## src/rtl/game_pkg.sv

```systemverilog
`default_nettype none
// ============================================================================
//  Module   : game_pkg
//  Purpose  : Shared types and constants for the game controller blocks.
//             Provides the bludger penalty FSM state type, the player
//             channel indices and a saturating tally helper.
//  Ports    : none (package)
//  Revision : 1.0 - initial release
// ============================================================================
package game_pkg;

    // Per-player penalty sequence: idle -> stunned -> blinking immunity -> idle
    typedef enum logic [1:0] {
        P_IDLE   = 2'd0,
        P_STUN   = 2'd1,
        P_IMMUNE = 2'd2
    } penalty_state_t;

    // Player channel indices used to pack the four players into vectors
    localparam int CH_BLUE_VER = 0;
    localparam int CH_BLUE_HOR = 1;
    localparam int CH_RED_VER  = 2;
    localparam int CH_RED_HOR  = 3;
    localparam int NUM_CH      = 4;

    // Largest value a 4-bit team tally may reach
    localparam logic [3:0] HITS_MAX = 4'd15;

    // Add 0..2 new hits to a tally and clamp at HITS_MAX; never wraps.
    function automatic logic [3:0] sat_add_hits(input logic [3:0] tally,
                                                input logic [1:0] inc);
        logic [4:0] sum;
        sum = {1'b0, tally} + {3'b000, inc};
        if (sum > {1'b0, HITS_MAX}) begin
            return HITS_MAX;
        end
        return sum[3:0];
    endfunction

endpackage : game_pkg
`default_nettype wire

```

## src/rtl/bludge_penalty_channel.sv

```systemverilog
`default_nettype none
// ============================================================================
//  Module   : bludge_penalty_channel
//  Purpose  : Penalty sequencer for one player. Acknowledges every sampled
//             bludger hit with a one-cycle clean pulse, freezes the player
//             for STUN_CYCLES, then blinks it for IMMUNE_CYCLES of immunity.
//  Ports    :
//    clk            in   system clock
//    rst            in   synchronous reset, active-high
//    game_initiated in   1 = match running (hits only count while high)
//    bludged        in   hit flag, held high by the bludger until cleaned
//    clean          out  registered acknowledge pulse for each sampled hit
//    frozen         out  registered movement inhibit (high during stun)
//    visible        out  registered render enable (blinks during immunity)
//    hit_accepted   out  combinational strobe: this cycle's hit starts a stun
//  Revision : 1.0 - initial release
// ============================================================================
module bludge_penalty_channel
    import game_pkg::*;
#(
    parameter int STUN_CYCLES   = 50_000_000,
    parameter int IMMUNE_CYCLES = 25_000_000,
    parameter int BLINK_PERIOD  = 6_250_000
) (
    input  logic clk,
    input  logic rst,
    input  logic game_initiated,
    input  logic bludged,
    output logic clean,
    output logic frozen,
    output logic visible,
    output logic hit_accepted
);

    // One down-counter serves both the stun and the immunity phase, so it is
    // sized for the larger of the two loads.
    localparam int c_cnt_max = (STUN_CYCLES > IMMUNE_CYCLES) ? STUN_CYCLES : IMMUNE_CYCLES;
    localparam int c_cnt_w   = $clog2(c_cnt_max + 1);
    localparam int c_blk_w   = $clog2(BLINK_PERIOD + 1);

    localparam logic [c_cnt_w-1:0] c_stun_load   = c_cnt_w'(STUN_CYCLES - 1);
    localparam logic [c_cnt_w-1:0] c_immune_load = c_cnt_w'(IMMUNE_CYCLES - 1);
    localparam logic [c_blk_w-1:0] c_blink_last  = c_blk_w'(BLINK_PERIOD - 1);

    penalty_state_t     r_state;
    logic [c_cnt_w-1:0] r_cnt;
    logic [c_blk_w-1:0] r_blink;
    logic               r_clean;
    logic               r_frozen;
    logic               r_visible;

    // A hit only starts a penalty from IDLE during a running match; the top
    // level registers this strobe into the tally on the same edge as the
    // state change, so tally and clean/frozen update together.
    logic w_accept;
    assign w_accept = (r_state == P_IDLE) && bludged && game_initiated;

    always_ff @(posedge clk) begin
        if (rst) begin
            r_state   <= P_IDLE;
            r_cnt     <= '0;
            r_blink   <= '0;
            r_clean   <= 1'b0;
            r_frozen  <= 1'b0;
            r_visible <= 1'b1;
        end else begin
            // Every sampled hit is acknowledged, whatever the state; the
            // bludger holds the flag until it sees clean, so a flag still
            // high one cycle later simply produces another harmless pulse.
            r_clean <= bludged;

            case (r_state)
                P_IDLE: begin
                    r_frozen  <= 1'b0;
                    r_visible <= 1'b1;
                    if (w_accept) begin
                        r_state  <= P_STUN;
                        r_cnt    <= c_stun_load;
                        r_frozen <= 1'b1;
                    end
                end

                P_STUN: begin
                    if (r_cnt == '0) begin
                        r_state  <= P_IMMUNE;
                        r_cnt    <= c_immune_load;
                        r_blink  <= '0;
                        r_frozen <= 1'b0;
                    end else begin
                        r_cnt <= r_cnt - 1'b1;
                    end
                end

                P_IMMUNE: begin
                    if (r_cnt == '0) begin
                        // Immunity over: always leave with the player shown
                        r_state   <= P_IDLE;
                        r_visible <= 1'b1;
                    end else begin
                        r_cnt <= r_cnt - 1'b1;
                        if (r_blink == c_blink_last) begin
                            r_blink   <= '0;
                            r_visible <= ~r_visible;
                        end else begin
                            r_blink <= r_blink + 1'b1;
                        end
                    end
                end

                default: begin
                    r_state   <= P_IDLE;
                    r_frozen  <= 1'b0;
                    r_visible <= 1'b1;
                end
            endcase
        end
    end

    assign clean        = r_clean;
    assign frozen       = r_frozen;
    assign visible      = r_visible;
    assign hit_accepted = w_accept;

endmodule : bludge_penalty_channel
`default_nettype wire

```

## src/rtl/bludge_penalty_controller.sv

```systemverilog
`default_nettype none
// ============================================================================
//  Module   : bludge_penalty_controller
//  Purpose  : Responder side of the bludger hit handshake for the four
//             players. One penalty channel per player plus per-team
//             saturating hit tallies.
//  Ports    :
//    clk, rst                       clock, synchronous active-high reset
//    game_initiated                 1 = match running
//    {blue,red}_{ver,hor}_bludged   in  hit flags held until cleaned
//    {blue,red}_{ver,hor}_clean     out acknowledge pulses
//    {blue,red}_{ver,hor}_frozen    out movement inhibits
//    {blue,red}_{ver,hor}_visible   out render enables
//    blue_hits, red_hits            out 4-bit tallies, saturate at 15
//  Revision : 1.0 - initial release
// ============================================================================
module bludge_penalty_controller
    import game_pkg::*;
#(
    parameter int STUN_CYCLES   = 50_000_000,
    parameter int IMMUNE_CYCLES = 25_000_000,
    parameter int BLINK_PERIOD  = 6_250_000
) (
    input  logic       clk,
    input  logic       rst,
    input  logic       game_initiated,
    input  logic       blue_ver_bludged,
    input  logic       blue_hor_bludged,
    input  logic       red_ver_bludged,
    input  logic       red_hor_bludged,
    output logic       blue_ver_clean,
    output logic       blue_hor_clean,
    output logic       red_ver_clean,
    output logic       red_hor_clean,
    output logic       blue_ver_frozen,
    output logic       blue_hor_frozen,
    output logic       red_ver_frozen,
    output logic       red_hor_frozen,
    output logic       blue_ver_visible,
    output logic       blue_hor_visible,
    output logic       red_ver_visible,
    output logic       red_hor_visible,
    output logic [3:0] blue_hits,
    output logic [3:0] red_hits
);

    logic [NUM_CH-1:0] w_bludged;
    logic [NUM_CH-1:0] w_clean;
    logic [NUM_CH-1:0] w_frozen;
    logic [NUM_CH-1:0] w_visible;
    logic [NUM_CH-1:0] w_accept;

    assign w_bludged[CH_BLUE_VER] = blue_ver_bludged;
    assign w_bludged[CH_BLUE_HOR] = blue_hor_bludged;
    assign w_bludged[CH_RED_VER]  = red_ver_bludged;
    assign w_bludged[CH_RED_HOR]  = red_hor_bludged;

    generate
        for (genvar i = 0; i < NUM_CH; i++) begin : g_ch
            bludge_penalty_channel #(
                .STUN_CYCLES   (STUN_CYCLES),
                .IMMUNE_CYCLES (IMMUNE_CYCLES),
                .BLINK_PERIOD  (BLINK_PERIOD)
            ) u_channel (
                .clk            (clk),
                .rst            (rst),
                .game_initiated (game_initiated),
                .bludged        (w_bludged[i]),
                .clean          (w_clean[i]),
                .frozen         (w_frozen[i]),
                .visible        (w_visible[i]),
                .hit_accepted   (w_accept[i])
            );
        end
    endgenerate

    // Both players of a team can be hit on the same edge, so each tally
    // may grow by 0..2 per cycle before clamping.
    logic [1:0] w_blue_inc;
    logic [1:0] w_red_inc;
    assign w_blue_inc = {1'b0, w_accept[CH_BLUE_VER]} + {1'b0, w_accept[CH_BLUE_HOR]};
    assign w_red_inc  = {1'b0, w_accept[CH_RED_VER]}  + {1'b0, w_accept[CH_RED_HOR]};

    logic [3:0] r_blue_hits;
    logic [3:0] r_red_hits;

    always_ff @(posedge clk) begin
        if (rst) begin
            r_blue_hits <= 4'd0;
            r_red_hits  <= 4'd0;
        end else begin
            r_blue_hits <= sat_add_hits(r_blue_hits, w_blue_inc);
            r_red_hits  <= sat_add_hits(r_red_hits, w_red_inc);
        end
    end

    assign blue_ver_clean   = w_clean[CH_BLUE_VER];
    assign blue_hor_clean   = w_clean[CH_BLUE_HOR];
    assign red_ver_clean    = w_clean[CH_RED_VER];
    assign red_hor_clean    = w_clean[CH_RED_HOR];
    assign blue_ver_frozen  = w_frozen[CH_BLUE_VER];
    assign blue_hor_frozen  = w_frozen[CH_BLUE_HOR];
    assign red_ver_frozen   = w_frozen[CH_RED_VER];
    assign red_hor_frozen   = w_frozen[CH_RED_HOR];
    assign blue_ver_visible = w_visible[CH_BLUE_VER];
    assign blue_hor_visible = w_visible[CH_BLUE_HOR];
    assign red_ver_visible  = w_visible[CH_RED_VER];
    assign red_hor_visible  = w_visible[CH_RED_HOR];
    assign blue_hits        = r_blue_hits;
    assign red_hits         = r_red_hits;

endmodule : bludge_penalty_controller
`default_nettype wire

```

## config.mk

```make
export PLATFORM = sky130hd
export DESIGN_NAME = bludge_penalty_controller
export DESIGN_NICKNAME = d
export VERILOG_FILES = /design/src/rtl/game_pkg.sv /design/src/rtl/bludge_penalty_channel.sv /design/src/rtl/bludge_penalty_controller.sv
export SDC_FILE = /design/constraint.sdc
export NUM_CORES = 1
export LEC_CHECK = 0
export ABC_CLOCK_PERIOD_IN_PS = 2300
export CAP_MARGIN = 10
export CELL_PAD_IN_SITES_DETAIL_PLACEMENT = 1
export CELL_PAD_IN_SITES_GLOBAL_PLACEMENT = 2
export CORE_MARGIN = 8
export CORE_UTILIZATION = 34
export DETAILED_ROUTE_END_ITERATION = 8
export PLACE_DENSITY = 0.73
export SLEW_MARGIN = 0
export SYNTH_ARGS = -nofsm -noshare
export SYNTH_HDL_FRONTEND = slang
export SYNTH_HIERARCHICAL = 1
export SYNTH_SLANG_ARGS = --single-unit
```

## constraint.sdc

```tcl
create_clock -name clk -period 2.3 [get_ports clk]
set_clock_uncertainty 0.2 [all_clocks]
set_input_delay 0.345 -clock clk [delete_from_list [all_inputs] [get_ports clk]]
set_output_delay 0.345 -clock clk [all_outputs]
set_load 0.02 [all_outputs]
```

==> impl_metrics.csv <==
group,metric,value,unit
flow_run,maxCapViolations,0,
power,pwr-share-clk,30.6,%
grt,grt_pass1_vias,16400,
power,p_int,9180,uW
logic_synthesis,synth_area_leaders,"dfxtp_1 (33%), a21oi_1 (6.4%), o21ai_0 (4.7%), nor2_1 (3.5%), nand2_1 (3.3%)",
timing,setup_slack,-0.256,ns
grt,antenna_found_initial,1,
clocking,cts_root_buffer,"clkbuf_16",
logic_synthesis,ys_ff_latch,224,
place,dpl.hpwl,36700,um
logic_synthesis,async_flop_share,0,%
place,place_congestion,0.862,
min_path,hold_class,"in -> reg",
drt,avgRoutedWirePerCell,20.8,um
finish,finish.utilization,52.4,%
floorplanning,pin_count,27,
floorplanning,num_rows,73,
timing,slew_headroom,56.6,%
finish,final_cells,2669,
critical_path,crit_buf_inv,2,
place,post_dp_cell_area,17100,um^2
drt,first_pass_iters,5,
finish,post_route_cells_drive_above_1_share,40.1,%
drt,wirelength,55500,um
logic_synthesis,synth_enable_flop_cells,0,
floorplanning,die_w,215,um
critical_path,start_kind,"register",
min_path,min_delay_path_depth,2,
clocking,cts_buffer_depth,3,
grt,grt_pass1_wl,86400,um
timing,fin_crit_sh,111,%
power,leakagePower,0.00764,uW
place,dp_cells,2543,
power,swShare,35.4,%
place,io_buffers,26,
clocking,cts_tree,"yes",
logic_synthesis,syn_nets,1756,
logic_synthesis,synth_ff_type,"dfxtp_1",
clocking,cts.sinks,224,
critical_path,critPathArrivalTime,2.81,ns
timing,hold_viol_final,0,
status,violations,"setup timing",
drt,drtIter0Drc,907,
finish,final_cell_mix,"buf_4 (354), dfxtp_1 (206), a21oi_1 (115)",
clocking,clock_latency,0.56,ns
timing,fin_crit,2.56,ns
critical_path,cp_cell_sequence,"inv_2 > ha_4 > or4b_4 > or2_4 > nor3_4 > a21oi_4 > buf_12 > o21a_1 > o221a_2",
critical_path,cp.depth,9,
critical_path,cp.required,2.56,ns
status,run_status,"finished, violations left",
critical_path,ff2ff_path_depth,9,
grt,grt_use_total,21.9,%
critical_path,crit_slowest_cell,"or4b_4",
finish,final_common_cell,"buf_4",
drt,num_vias,15800,
drt,drcViolationCount,0,
finish,multiInputGateArea,10100,um^2
logic_synthesis,yosys.cell_types.count,97,
clocking,cts_buffers,29,
timing,max_freq,0.391,GHz
critical_path,cp-end-kind,"register",
finish,stdcell_area,20700,um^2
finish,final_nets,2162,
power,ir_worst_vdd,571,uV
floorplanning,die_area,46200,um^2
timing,slew_violations,0,
critical_path,max_stage_delay,0.46,ns
logic_synthesis,ys.warnings.count,6,
logic_synthesis,syn_area,13500,um^2
clocking,path_clk_slew,0.06,ns
logic_synthesis,yosys.area.top_type_share,33.3,%
place,pre_cts_slack,-0.417,ns
logic_synthesis,syn_inst,1721,
critical_path,critPathMaxFanout,8,
finish,synthToLayoutAreaGrowth,53.4,%
power,p_per_area,687,nW/um^2
floorplanning,core-area,39500,um^2
floorplanning,initial_utilization,34.1,%
drt,antenna_left,0,
finish,ff_latch_area,4510,um^2
timing,rsz0062_at_grt,"true",
logic_synthesis,syn_area_per_cell,7.83,um^2
timing,worst_pin_slew,0.646,ns
clocking,htreeDepth,1,
drt,viasPerCell,5.91,
power,seq_power_share,31.1,%
critical_path,crit_type,"reg -> reg",
grt,grt_max_degree,40,
power,p_sw,5020,uW
logic_synthesis,ys_seq_area_share,33.3,%
power,p_comb_share,38.3,%
floorplanning,die_y,215,um
finish,fillCellCount,4585,
timing,tns,-14.24,ns
grt,grt_remaining_overflow,0,
timing,setup_viol,131,
logic_synthesis,yosys.area.top_type,"dfxtp_1",
critical_path,critPathTopFamily,"simple AND/OR/NAND/NOR gates",
worst paths after layout:
path | startpoint | endpoint | slack, ns
setup reg to reg | g_ch[1].u_channel/r_cnt[0] | g_ch[1].u_channel/r_cnt[5] | -0.26
hold / removal | blue_ver_bludged | g_ch[0].u_channel/clean | 0.26
hold reg to reg | g_ch[1].u_channel/r_blink[12] | g_ch[1].u_channel/r_blink[12] | 0.29
setup / recovery | g_ch[1].u_channel/r_cnt[0] | g_ch[1].u_channel/r_cnt[5] | -0.26
cell usage after synthesis, drive strengths merged (43+ instances only):
master  number
a21oi      173
a31oi       56
clkbuf      73
dfxtp      224
inv         60
nand2      119
nand3       87
nand4       52
nor2       127
nor3        60
nor4        43
o21ai      134
or3         48
routing by layer:
metal / vias up / global-route usage, % / routed length, um
li1: 7455 / - / -
met2: 304 / 37.9 / 27300
met1: 7929 / 28.1 / 25000
met5: - / 0 / 0
met4: 0 / 6.63 / 1380
met3: 94 / 2.67 / 1810
logic make-up after synthesis:
logic type	count (synthesis)	synth area share [%]
buf+inv	170	5.27
fa+ha+maj	28	2.71
flops	224	33.3
compound gates	597	29.1
simple gates	695	29.1
mux	7	0.520
state kept, by name (all words and copies together) (netlist names):
name,flops
g_ch.u_channel/r_blink,92
red_hits,4
g_ch.u_channel/clean,4
g_ch.u_channel/frozen,4
g_ch.u_channel/r_cnt,104
g_ch.u_channel/visible,4
g_ch.u_channel/r_state,8
blue_hits,4
stage by stage:
step / power (uW) / hold slack (ns)
after floorplan: 6650 / 0.251
after global placement: 8480 / 0.270
after detailed placement: 8590 / 0.283
after CTS: 13500 / 0.220
after global routing: 14800 / 0.265
final: 14200 / 0.255
final cells by class:
type	count	share of cell area [%]
Tap cell	525	3.18
Antenna cell	1	0.0121
Clock buffer	41	3.97
Timing Repair Buffer	480	20.5
Inverter	64	1.17
Multi-Input combinational cell	1328	49.1
Sequential cell	224	21.8
Clock inverter	6	0.266
power groups by stage:
| stage | combinational, uW | sequential (uW) | clock, uW |
|---|---|---|---|
| after global placement | 4030 | 4450 | 0 |
| after CTS | 4690 | 4390 | 4460 |
| final | 5430 | 4420 | 4340 |
| after detailed placement | 4130 | 4460 | 0 |
| after floorplan | 2170 | 4480 | 0 |
| after global routing | 5770 | 4450 | 4610 |
repair_timing:
action	in CTS	in global routing
hold buffers	1	0
cloned	7	2
hold endpoints to repair	7	0
pin swaps	109	129
setup buffers	44	29
endpoints found under the setup margin	184	194
resized for setup	222	288
Note: power is estimated with default switching activity, not from simulation.
